`src/rtl/noc_flit_pkg.sv`:
```
// Shared flit framing constants and injector state encoding for the NoC edge.
// The router-side head/tail decode uses the same constants, so both ends agree on framing.
package noc_flit_pkg;

  localparam logic [7:0] FLIT_HEAD = 8'hFF;
  localparam logic [7:0] FLIT_TAIL = 8'h00;
  localparam logic [7:0] FLIT_ESC  = 8'h7D;
  localparam logic [7:0] ESC_XOR   = 8'h20;

  typedef enum logic [2:0] {
    ST_IDLE,
    ST_HEAD,
    ST_BODY,
    ST_ESC2,
    ST_TAIL
  } inj_state_e;

  // A payload byte that could be mistaken for a marker, or for the escape itself.
  function automatic logic needs_esc(input logic [7:0] b);
    return (b == FLIT_HEAD) || (b == FLIT_TAIL) || (b == FLIT_ESC);
  endfunction

endpackage

```
`src/rtl/credit_counter.sv`:
```
// Per-VC downstream credit counter: starts full, spends one per issued flit and
// regains one per returned credit, saturating at the buffer depth.
module credit_counter #(
  parameter int CREDITS = 4
) (
  input  logic                           clk,
  input  logic                           reset,
  input  logic                           consume,
  input  logic                           credit,
  output logic [$clog2(CREDITS+1)-1:0]   count,
  output logic                           nonzero
);

  localparam int CW = $clog2(CREDITS + 1);
  localparam logic [CW-1:0] FULL = CW'(CREDITS);

  // NOTE: sequential state uses non-blocking assignments only, so every register
  // samples the pre-edge values of its neighbours regardless of block ordering.
  always_ff @(posedge clk or posedge reset) begin
    if (reset) begin
      count <= FULL;
    end else begin
      case ({consume, credit})
        2'b10:   if (count != '0) count <= count - 1'b1;
        2'b01:   if (count != FULL) count <= count + 1'b1;
        default: ;  // idle, or spend and refund in the same cycle
      endcase
    end
  end

  assign nonzero = (count != '0);

endmodule

```
`src/rtl/flit_injector.sv`:
```
// Packet-to-flit transmitter: frames a latched packet as head, byte-stuffed body
// and tail flits, issuing one flit per cycle whenever the packet's VC holds a credit.
module flit_injector
  import noc_flit_pkg::*;
#(
  parameter int MAX_LEN = 8,
  parameter int CREDITS = 4,
  parameter int LENW    = $clog2(MAX_LEN + 1)
) (
  input  logic                   clk,
  input  logic                   reset,
  input  logic                   pkt_valid,
  output logic                   pkt_ready,
  input  logic [8*MAX_LEN-1:0]   pkt_data,
  input  logic [LENW-1:0]        pkt_len,
  input  logic                   pkt_vc,
  output logic [7:0]             out_data,
  output logic                   valid_out,
  output logic                   out_vc,
  input  logic [1:0]             credit_in
);

  localparam int IDXW = (MAX_LEN > 1) ? $clog2(MAX_LEN) : 1;
  localparam int CW   = $clog2(CREDITS + 1);

  inj_state_e        state;
  logic [7:0]        data_q [MAX_LEN];
  logic [LENW-1:0]   len_q;
  logic              vc_q;
  logic [IDXW-1:0]   idx;

  logic [CW-1:0]     count [2];
  logic [1:0]        nonzero;
  logic              unused_count;
  logic              issue;
  logic              last_byte;
  logic [7:0]        cur_byte;
  logic [7:0]        flit;
  logic [LENW-1:0]   len_clamped;
  logic [LENW-1:0]   idx_plus1;

  for (genvar v = 0; v < 2; v++) begin : g_vc
    credit_counter #(.CREDITS(CREDITS)) u_credit (
      .clk     (clk),
      .reset   (reset),
      .consume (issue && (vc_q == 1'(v))),
      .credit  (credit_in[v]),
      .count   (count[v]),
      .nonzero (nonzero[v])
    );
  end

  // The raw counts are only kept for debug visibility; issue needs just nonzero.
  assign unused_count = ^{count[0], count[1]};

  assign pkt_ready   = (state == ST_IDLE);
  assign issue       = (state != ST_IDLE) && nonzero[vc_q];
  assign cur_byte    = data_q[idx];
  assign idx_plus1   = LENW'(idx) + LENW'(1);
  assign last_byte   = (idx_plus1 == len_q);
  assign len_clamped = (pkt_len > LENW'(MAX_LEN)) ? LENW'(MAX_LEN) : pkt_len;

  // NOTE: every always_comb output gets a default first, so no path can infer a latch.
  always_comb begin
    flit = FLIT_TAIL;
    case (state)
      ST_HEAD: flit = FLIT_HEAD;
      ST_BODY: flit = needs_esc(cur_byte) ? FLIT_ESC : cur_byte;
      ST_ESC2: flit = cur_byte ^ ESC_XOR;
      default: flit = FLIT_TAIL;
    endcase
  end

  // NOTE: the payload store has no reset; it is only read outside IDLE, and reset
  // forces IDLE, so a stale packet can never be emitted.
  always_ff @(posedge clk) begin
    if (pkt_ready && pkt_valid) begin
      for (int i = 0; i < MAX_LEN; i++) data_q[i] <= pkt_data[8*i +: 8];
    end
  end

  always_ff @(posedge clk or posedge reset) begin
    if (reset) begin
      state     <= ST_IDLE;
      len_q     <= '0;
      vc_q      <= 1'b0;
      idx       <= '0;
      out_data  <= 8'h00;
      valid_out <= 1'b0;
      out_vc    <= 1'b0;
    end else begin
      valid_out <= issue;
      if (issue) begin
        out_data <= flit;
        out_vc   <= vc_q;
      end

      case (state)
        ST_IDLE: if (pkt_valid) begin
          len_q <= len_clamped;
          vc_q  <= pkt_vc;
          idx   <= '0;
          state <= ST_HEAD;
        end
        ST_HEAD: if (issue) state <= (len_q != '0) ? ST_BODY : ST_TAIL;
        ST_BODY: if (issue) begin
          if (needs_esc(cur_byte)) state <= ST_ESC2;
          else if (last_byte)      state <= ST_TAIL;
          else                     idx   <= idx + 1'b1;
        end
        ST_ESC2: if (issue) begin
          if (last_byte) begin
            state <= ST_TAIL;
          end else begin
            idx   <= idx + 1'b1;
            state <= ST_BODY;
          end
        end
        ST_TAIL: if (issue) state <= ST_IDLE;
        default: state <= ST_IDLE;
      endcase
    end
  end

endmodule

```
`config.mk`:
```
export PLATFORM = sky130hd
export DESIGN_NAME = flit_injector
export DESIGN_NICKNAME = d
export VERILOG_FILES = /design/src/rtl/noc_flit_pkg.sv /design/src/rtl/credit_counter.sv /design/src/rtl/flit_injector.sv
export SDC_FILE = /design/constraint.sdc
export NUM_CORES = 1
export LEC_CHECK = 0
export BUFFER_PORTS_ARGS = -buffer_cell sky130_fd_sc_hd__buf_2
export CAP_MARGIN = 20
export CORE_ASPECT_RATIO = 1.2
export CORE_MARGIN = 2
export CORE_UTILIZATION = 49
export DETAILED_ROUTE_END_ITERATION = 8
export PLACE_DENSITY_LB_ADDON = 0.05
export SYNTH_ARGS = -nofsm -noshare
export SYNTH_HDL_FRONTEND = slang
export SYNTH_SLANG_ARGS = --single-unit
```
`constraint.sdc`:
```
create_clock -name clk -period 2.7 [get_ports clk]
set_clock_uncertainty 0.05 [all_clocks]
set_input_delay 0 -clock clk [delete_from_list [all_inputs] [get_ports clk]]
set_output_delay 0 -clock clk [all_outputs]
set_load 0.02 [all_outputs]
```
==> run metrics, run 1 <==
status=finished, final reports clean; share of power burned in registers=0.398; Pins Over Slew Limit=0; critical path launch point=idx[0]; GRT busiest layer=met2; Mapped Cells=between 200 and 300; vias per cell=5.19; synth warn=0; reg2reg path depth=8; GRT Util Overall=0.203; Vias=~2,800; power density over the cells=1000 mW/mm^2; Setup-failing EPs final=0; Final period util=0.995; die area=0.00892 sq mm; clock latency on the worst-skew pair=0.36 ns; setup_tns=0 ns; GRT met2 Usage=0.347; Initial Utilization=0.500; internal power=roughly 3.5 mW; Total Wirelength=about 8600 microns; I/O Pins=85; Distinct cells, synth=45; H-tree lvl count=3; ratio of cells with drive above 1 in the final layout=0.313; # DRC=0; VDD IR max=between 0.5 and 0.6 mV; worst path required time=around 2.9 ns; Setup Fix Bufs, Post-CTS=0; wire per inst=about 16 microns; share of the synthesized area in the top cell type=0.480; Avg Inst Size Synth=approximately 15 sq um; register cell area after layout=about 0.0026 sq mm; number of synthesized flops with an enable pin=between 60 and 70; total congestion overflow=0; async set-reset flop share out of synthesis=0.297; Max clock buf depth=2; critical path arrival=2.93 ns; global-route wire length before repair=around 13,000 microns; most frequent cell after synthesis=edfxtp_1; flop2flop setup slack=~0.014 ns; Top FF cell, synth=edfxtp_1; die span in x=between 80 and 90 microns; design area=between 0.005 and 0.006 sq mm; CTS tree=built; r2r endpoint=out_data[3]; Max Fclk=372 MHz; DR iter-0 viols=124; WHS Endpoint=g_vc[0].u_credit.count[1]; hpwl dp=around 5300 microns; DRT antenna net count=0; Hold Crit Start=credit_in[0]; Seq/Total Area, Yosys=0.649; GPL Wtd Cong=slightly above 0.8; num rows=36; Initial DRT Pass Iterations=4; syn_nets=353; Clock power frac=0.158; Synth area leader=edfxtp_1; switching power=between 2 and 2.5 mW; routing usage on met3=0.0480; headroom to the max-slew limit=0.653; reg2reg start=idx[0]; hold path depth=5; main area contributors after synthesis=edfxtp_1, dfrtp_1, mux4_2; worst min path class=input port to flop; initial antenna violation count=0; CTS sink cnt=91; Setup Crit Path Kind=flop to flop; top post-synthesis cells by count=edfxtp_1, nand2_1, dfrtp_1; port bufs=84; clk root buf=clkbuf_8; Leak=roughly 2.2 nW; max-cap violation count=0; CTS buffer count=9; core area=~0.0080 sq mm; Comb power frac=0.444; Setup crit end kind=flop; area growth from synthesis to layout=39.3%; vias in the first global route=2,767; final hold violation count=0; footprint of the multi-input gates=approximately 0.0013 sq mm; largest net degree at the start of global routing=41; GR Util met1=0.248; Seq cells post-synth=roughly 90; Nets=525; synthesized area=approximately 0.004 sq mm; fill cell count=approximately 550; placed cell areas=around 0.0046 sq mm; Sw Share=0.366; minimum clock period after layout=~2.7 ns; Worst-Margin Slew=0.516 ns; unrepaired setup endpoints after global routing=yes; Die Y=approximately 100 microns; Worst-path clk slew=0.09 ns; Inserted Diodes=0; Max FO, Critical Path=19; Critical Path Source Type=flop
metal layers:
metal  part of all wire  up-vias  wire length (microns)
li1                   -     1370                      -
met1               0.42     1352                   3580
met2               0.52       80                   4480
met3              0.040       16                    343
met4              0.026        0                    223
met5                  0        -                      0
sequential cells by signal (all words and copies together), names as in the netlist:
signal / cells
data_q: 64
g_vc.u_credit.count: 6
idx: 3
len_q: 4
out_data: 8
out_vc: 1
state: 3
valid_out: 1
vc_q: 1
placed cells by master, fill, tap and decap left out, types with 2 or more instances in the layout:
cell           netlist  layout
buf_2                0      84
dlygate4sd3_1        0      74
edfxtp_1            64      64
nand2_1             27      27
dfrtp_1             25      24
mux4_2              14      14
a21oi_1             13      13
buf_4                2      11
mux2i_1             10      10
nand3_1              9       9
nor2_1               9       9
inv_1               10       9
clkbuf_8             0       9
mux2_2               7       7
xnor2_1              6       6
o21ai_0              6       6
nor4_1               6       5
ha_1                 5       5
nor2b_1              4       4
nand2b_1             4       4
nand4_1              3       3
nor3_1               4       3
xor2_1               3       3
a22o_1               3       3
and4_1               2       2
nor4b_1              2       2
or3_1                2       2
a211oi_1             2       2
nor3b_1              2       2
clkinvlp_4           0       2
fa_1                 2       2
clkbuf_1             7       2
dfstp_2              2       2
buf_12               0       2
how the worst max path moves through the flow:
stage                                            to  slack, ns  cells past startpoint
final                                   out_data[3]       0.01                      8
after global routing                    out_data[6]      -0.08                      8
after CTS                                    idx[1]      0.009                      8
after detailed placement                     idx[1]       0.02                      8
after global placement                       idx[1]       0.08                      8
after floorplan           g_vc[1].u_credit.count[2]       0.07                     11
area by class of cell:
type                            count  area share
Clock buffer                       11      0.0235
Clock inverter                      4     0.00919
Inverter                           11     0.00807
Multi-Input combinational cell    159       0.237
Sequential cell                    91       0.466
Tap cell                           95      0.0213
Timing Repair Buffer              172       0.235
repair_timing:
item,CTS,global route
endpoints found under the setup margin,0,10
hold endpoints to repair,95,0
hold buffers,74,0
resized for setup,0,3
logic make-up (layout without fill, tap and decap cells):
| kind of cell | after synthesis | count (layout) | synth area share |
|---|---|---|---|
| buf+inv | 22 | 198 | 0.0262 |
| flops | 91 | 91 | 0.649 |
| simple gates | 80 | 80 | 0.104 |
| compound gates | 32 | 32 | 0.0522 |
| fa+ha+maj | 7 | 7 | 0.0256 |
| xor+xnor | 9 | 9 | 0.0197 |
| mux | 31 | 31 | 0.123 |
critical path, stage by stage (launching register included):
cell      delay, ns
dfrtp_1        0.39
buf_12         0.18
mux4_2         0.52
mux2_2         0.32
nor4_2         0.33
nand4_1        0.24
a311oi_1       0.32
a211oi_1       0.11
a21oi_1        0.15
through the flow:
stage          hold slack [ns]  power, mW  instances  setup slack (ns)   util
6_report                0.0284       5.59        543            0.0137  0.696
5_1_grt                 0.0433       5.97        543           -0.0803  0.696
4_1_cts                 0.0120       5.62        542           0.00903  0.691
3_5_place_dp             0.128       4.66        453            0.0208  0.575
3_3_place_gp             0.127       4.61        453            0.0756  0.575
2_1_floorplan          0.00123       3.95        272            0.0735      -
power by group through the flow:
stage / sequential, mW / clock (mW) / combinational (mW)
floorplan: 2.28 / 0 / 1.67
global placement: 2.25 / 0 / 2.35
detailed placement: 2.26 / 0 / 2.40
CTS: 2.23 / 0.907 / 2.49
global route: 2.27 / 0.958 / 2.74
finish: 2.23 / 0.882 / 2.48
No activity file was read; power rests on OpenSTA's default activity.
==> run 2, diff against run 1 <==
BUFFER_PORTS_ARGS = unset   (was -buffer_cell sky130_fd_sc_hd__buf_2)
CELL_PAD_IN_SITES_DETAIL_PLACEMENT = 1   (was unset)
CELL_PAD_IN_SITES_GLOBAL_PLACEMENT = 2   (was unset)
CORE_UTILIZATION = 39   (was 49)
DONT_BUFFER_PORTS = 1   (was unset)
==> run 2 against run 1 <==
  * Via count shrank 9.5%
  * Sequential share of layout area grew 1.5 points
  * Critical path depth is the same
  * Register-to-register slack gained 0.15 ns
  * Routed wire length grew 6.2%
  * Worst hold slack lost 0.015 ns
  * First-iteration DRC count shrank 21%
  * Non-clock buffer count shrank 79
  * Clock-buffer cell count shrank 1
  * Combinational power shrank 2%
  * Sequential power grew 4%
  * Utilization shrank 16 points
  * Critical endpoint is now idx[0]
==> run metrics, run 2 (synthesized netlist as in run 1, its figures left out) <==
Top reg by flops=data_q; largest net degree at the start of global routing=between 50 and 60; setup_tns=0 ns; GRT Util Overall=0.185; port bufs=0; CP delay by family, top=simple AND/OR/NAND/NOR gates; DR iter-0 viols=98; switching power=2.19 mW; wire per inst=around 18 microns; final hold violation count=0; clk root buf=clkbuf_16; core area=around 0.01 sq mm; Comb power frac=0.397; Sw Share=0.357; non-filler instance count after layout=around 500; CP Buf/Inv Count=1; clock latency on the worst-skew pair=~0.34 ns; I/O Pins=85; VDD IR max=0.429 mV; largest registers=data_q x64, out_data x8, g_vc.u_credit.count x6; critical path's slowest cell=mux4_2; vias in the first global route=around 2,800; Max FO, Critical Path=8; post-place setup slack=roughly 0.059 ns; GPL Wtd Cong=between 0.7 and 0.8; Worst-Margin Slew=roughly 0.46 ns; Initial DRT Pass Iterations=4; total congestion overflow=0; vias per cell=between 5 and 6; Initial Utilization=0.400; footprint of the multi-input gates=0.00134 sq mm; Placed Cells=404; headroom to the max-slew limit=0.688; internal power=~4 mW; Nets=~450; max-cap violation count=0; worst path required time=~2.9 ns; placed cell areas=roughly 0.0043 sq mm; Pins Over Slew Limit=0; unrepaired setup endpoints after global routing=no; Total Wirelength=roughly 9000 microns; die area=about 0.011 sq mm; design area=~0.0054 sq mm; status=finished, final reports clean; Crit path largest cell delay=around 0.50 ns; initial antenna violation count=0; Inserted Diodes=0; Setup Crit Path Kind=flop to flop; Vias=roughly 2,600; Max Fclk=just under 400 MHz; critical path arrival=2.72 ns; Die Y=between 100 and 150 microns; die span in x=96.5 microns; max FFs per register=64; CTS buffer count=9; CP cell instances=buf_12 > mux4_2 > mux2_4 > nor4_2 > nand4_1 > nand3_4 > nand2_1 > a22o_1; power density over the cells=1130 mW/mm^2; Setup crit end kind=flop; Final period util=0.938; Setup-failing EPs final=0; DRT antenna net count=0; num rows=40; final setup margin=0.167 ns; Leak=2.00 nW; Clock power frac=0.223; Critical Path Source Type=flop; area growth from synthesis to layout=34.9%; share of power burned in registers=0.380; # DRC=0; commonest non-fill, non-tap cell in the layout=dlygate4sd3_1; minimum clock period after layout=around 2.5 ns; register cell area after layout=0.00260 sq mm; ratio of cells with drive above 1 in the final layout=0.176; Max clock buf depth=2; H-tree lvl count=3; CTS sink cnt=just over 90; fill cell count=just under 1,000; worst min path class=input port to flop; global-route wire length before repair=15,000 microns; Hold Slack=between 0.01 and 0.015 ns; most frequent cells in the layout=dlygate4sd3_1, edfxtp_1, nand2_1; Worst-path clk slew=0.06 ns; hpwl dp=5560 microns; CTS tree=built
==> run 2: area by class of cell <==
| cell class | count | share of cell area |
|---|---|---|
| flip-flops and latches | 91 | 0.481 |
| multi-input cells | 159 | 0.247 |
| repair buffers | 93 | 0.174 |
| clock buffers | 10 | 0.0424 |
| well taps | 126 | 0.0292 |
| clock inverters | 6 | 0.0174 |
| inverters | 11 | 0.00833 |
==> run 2: final timing paths <==
path                       slack, ns                        end  cells past startpoint                      start
hold / removal                  0.01                   len_q[1]                      3                  pkt_valid
setup / recovery                0.17                     idx[0]                      8                     idx[0]
max in group asynchronous       1.60  g_vc[1].u_credit.count[2]                      4                      reset
hold reg to reg                 0.47  g_vc[1].u_credit.count[2]                      1  g_vc[1].u_credit.count[2]
min in group asynchronous       0.52                   len_q[1]                      3                      reset
setup reg to reg                0.17                     idx[0]                      8                     idx[0]
==> run 2: layer usage <==
metal  global-route usage  wire length [microns]
met5                    0                      0
met4               0.0676                    161
met3               0.0433                    378
met2                0.311                   4770
met1                0.232                   3860
==> run 2: worst min-delay path, stage by stage <==
cell,delay [ns]
nand2_1,0.18
nand2_1,0.12
o21ai_0,0.07
==> run 2: per-stage QoR <==
step            util  power (mW)
2_1_floorplan      -        3.95
3_3_place_gp   0.427        4.65
3_5_place_dp   0.427        4.69
4_1_cts        0.532        6.15
5_1_grt        0.540        6.56
6_report       0.540        6.12
==> run 2: timing repair <==
| item | CTS | global route |
|---|---|---|
| buffers inserted | 0 | 1 |
| resized for setup | 0 | 7 |
| setup endpoints to repair | 0 | 9 |
| endpoints found under the hold margin | 97 | 4 |
| hold buffers | 73 | 1 |
==> run 2: power by group through the flow <==
stage	Combinational (mW)	Clock [mW]	Sequential (mW)
6_report	2.43	1.37	2.32
5_1_grt	2.73	1.46	2.38
4_1_cts	2.42	1.39	2.33
3_5_place_dp	2.33	0	2.36
3_3_place_gp	2.29	0	2.36
2_1_floorplan	1.67	0	2.28
==> run 3, diff against run 2 <==
CORE_MARGIN = 5   (was 2)
PLACE_DENSITY_LB_ADDON = 0.08   (was 0.05)
==> run 3 against run 2 <==
  * Die area is 12% higher
  * Sequential share of layout area grew 0.60 points
  * Non-clock buffer count decreased by 2
  * Combinational power barely moved
  * Critical path type unchanged
  * Largest cell class unchanged
  * Largest power group unchanged
==> run metrics, run 3 (synthesized netlist as in run 1, its figures left out) <==
clk root buf=clkbuf_16; Inserted Diodes=0; Setup Crit Path Kind=flop to flop; Leak=~2 nW; Initial DRT Pass Iterations=4; worst min path class=input port to flop; GRT Util Overall=0.164; die area=roughly 0.012 sq mm; max FFs per register=64; Pins Over Slew Limit=0; Vias=2,572; minimum clock period after layout=roughly 2.6 ns; Top reg by flops=data_q; Die Y=about 120 microns; worst path required time=between 2 and 3 ns; reg2reg start=idx[0]; Hold Crit Start=credit_in[0]; Hold Slack=0.0195 ns; port bufs=0; I/O Pins=85; num rows=40; headroom to the max-slew limit=0.637; max-cap violation count=0; Critical Path Source Type=flop; register cell area after layout=~0.0026 sq mm; CTS tree=built; Design Power=~6.0 mW; vias per cell=roughly 5.2; Nets=approximately 440; CTS sink cnt=between 90 and 100; most frequent cells in the layout=dlygate4sd3_1, edfxtp_1, nand2_1; power density over the cells=roughly 1100 mW/mm^2; Crit path largest cell delay=slightly below 0.5 ns; design area=~0.0053 sq mm; Max FO, Critical Path=9; largest net degree at the start of global routing=66; footprint of the multi-input gates=~0.0013 sq mm; wire per inst=around 19 microns; Initial Utilization=0.398; GPL Wtd Cong=0.749; total congestion overflow=0; DRT antenna net count=0; critical path's slowest cell=mux4_2; commonest non-fill, non-tap cell in the layout=dlygate4sd3_1; critical path launch point=idx[0]; Setup-failing EPs final=0; Final period util=0.967; Setup crit end kind=flop; # DRC=0; Max clock buf depth=2; die span in x=103 microns; CTS buffer count=9; final hold violation count=0; unrepaired setup endpoints after global routing=yes; largest registers=data_q x64, out_data x8, g_vc.u_credit.count x6; initial antenna violation count=0; DR iter-0 viols=74; fill cell count=between 900 and 1,000; Worst-Margin Slew=approximately 0.54 ns; VDD IR max=about 0.50 mV; Max Fclk=383 MHz; status=finished, final reports clean; hpwl dp=6330 microns; vias in the first global route=a little under 3,000; core area=slightly above 0.01 sq mm; Setup Fix Bufs, Post-CTS=0; critical path arrival=2.79 ns; Total Wirelength=9520 microns; ratio of cells with drive above 1 in the final layout=0.166; placed cell areas=between 0.004 and 0.005 sq mm; CP cell instances=buf_12 > mux4_2 > mux2_2 > and4_1 > nand4b_1 > nand3_2 > a31o_1 > a22o_1; area growth from synthesis to layout=33.2%; Worst-path clk slew=about 0.070 ns; global-route wire length before repair=roughly 15,000 microns; H-tree lvl count=3; clock latency on the worst-skew pair=around 0.34 ns; final setup margin=about 0.09 ns; setup_tns=0 ns; post-place setup slack=approximately 0.11 ns
## run 3: cell count changes in the layout (fill, tap and decap cells not counted), moves of 2 or more
cell | before | now
clkinvlp_4 | 2 | 4
inv_6 | 3 | 1
mux2_2 | 5 | 7
mux2_4 | 2 | 0
## run 3: worst paths after layout
path / to / slack [ns] / depth (start not counted)
hold / removal: g_vc[0].u_credit.count[2] / 0.02 / 4
min in group asynchronous: len_q[3] / 0.09 / 2
max in group asynchronous: out_data[2] / 2.02 / 3
hold reg to reg: g_vc[0].u_credit.count[2] / 0.46 / 1
setup reg to reg: idx[1] / 0.09 / 8
setup / recovery: idx[1] / 0.09 / 8
## run 3: cell type report
cell class | instances | area share
clock buffer | 9 | 0.0422
clock inverter | 6 | 0.0136
inverter | 11 | 0.00844
multi-input combinational | 159 | 0.246
sequential | 91 | 0.487
tap | 126 | 0.0295
timing repair buffer | 91 | 0.173
## run 3: what timing repair did
item                                    4_1_cts  5_1_grt
hold buffers                                 73        0
endpoints found under the setup margin        0        7
gates resized for setup                       0        1
hold endpoints to repair                    100        0
## run 3: routing by layer
| metal | global-route usage | wire length [microns] | vias up | part of all wire |
|---|---|---|---|---|
| li1 | - | - | 1214 | - |
| met1 | 0.200 | 3910 | 1285 | 0.41 |
| met2 | 0.279 | 5010 | 61 | 0.53 |
| met3 | 0.0351 | 445 | 12 | 0.047 |
| met4 | 0.0664 | 157 | 0 | 0.016 |
| met5 | 0 | 0 | - | 0 |
## run 3: worst max-delay path, delay by kind of cell (launching register included)
family	cells	cell delay (ns)
compound gates	2	0.51
mux	2	0.81
simple gates	3	0.59
flops	1	0.39
buf+inv	1	0.15
## run 3: through the flow
stage	utilization	cells
after floorplan	-	272
after global placement	0.425	404
after detailed placement	0.428	405
after CTS	0.530	493
after global routing	0.530	493
final	0.530	493
## run 3: report_power, final
group          switching [mW]  internal (mW)
logic                    1.32           1.11
clock network           0.554          0.722
registers               0.348           1.98
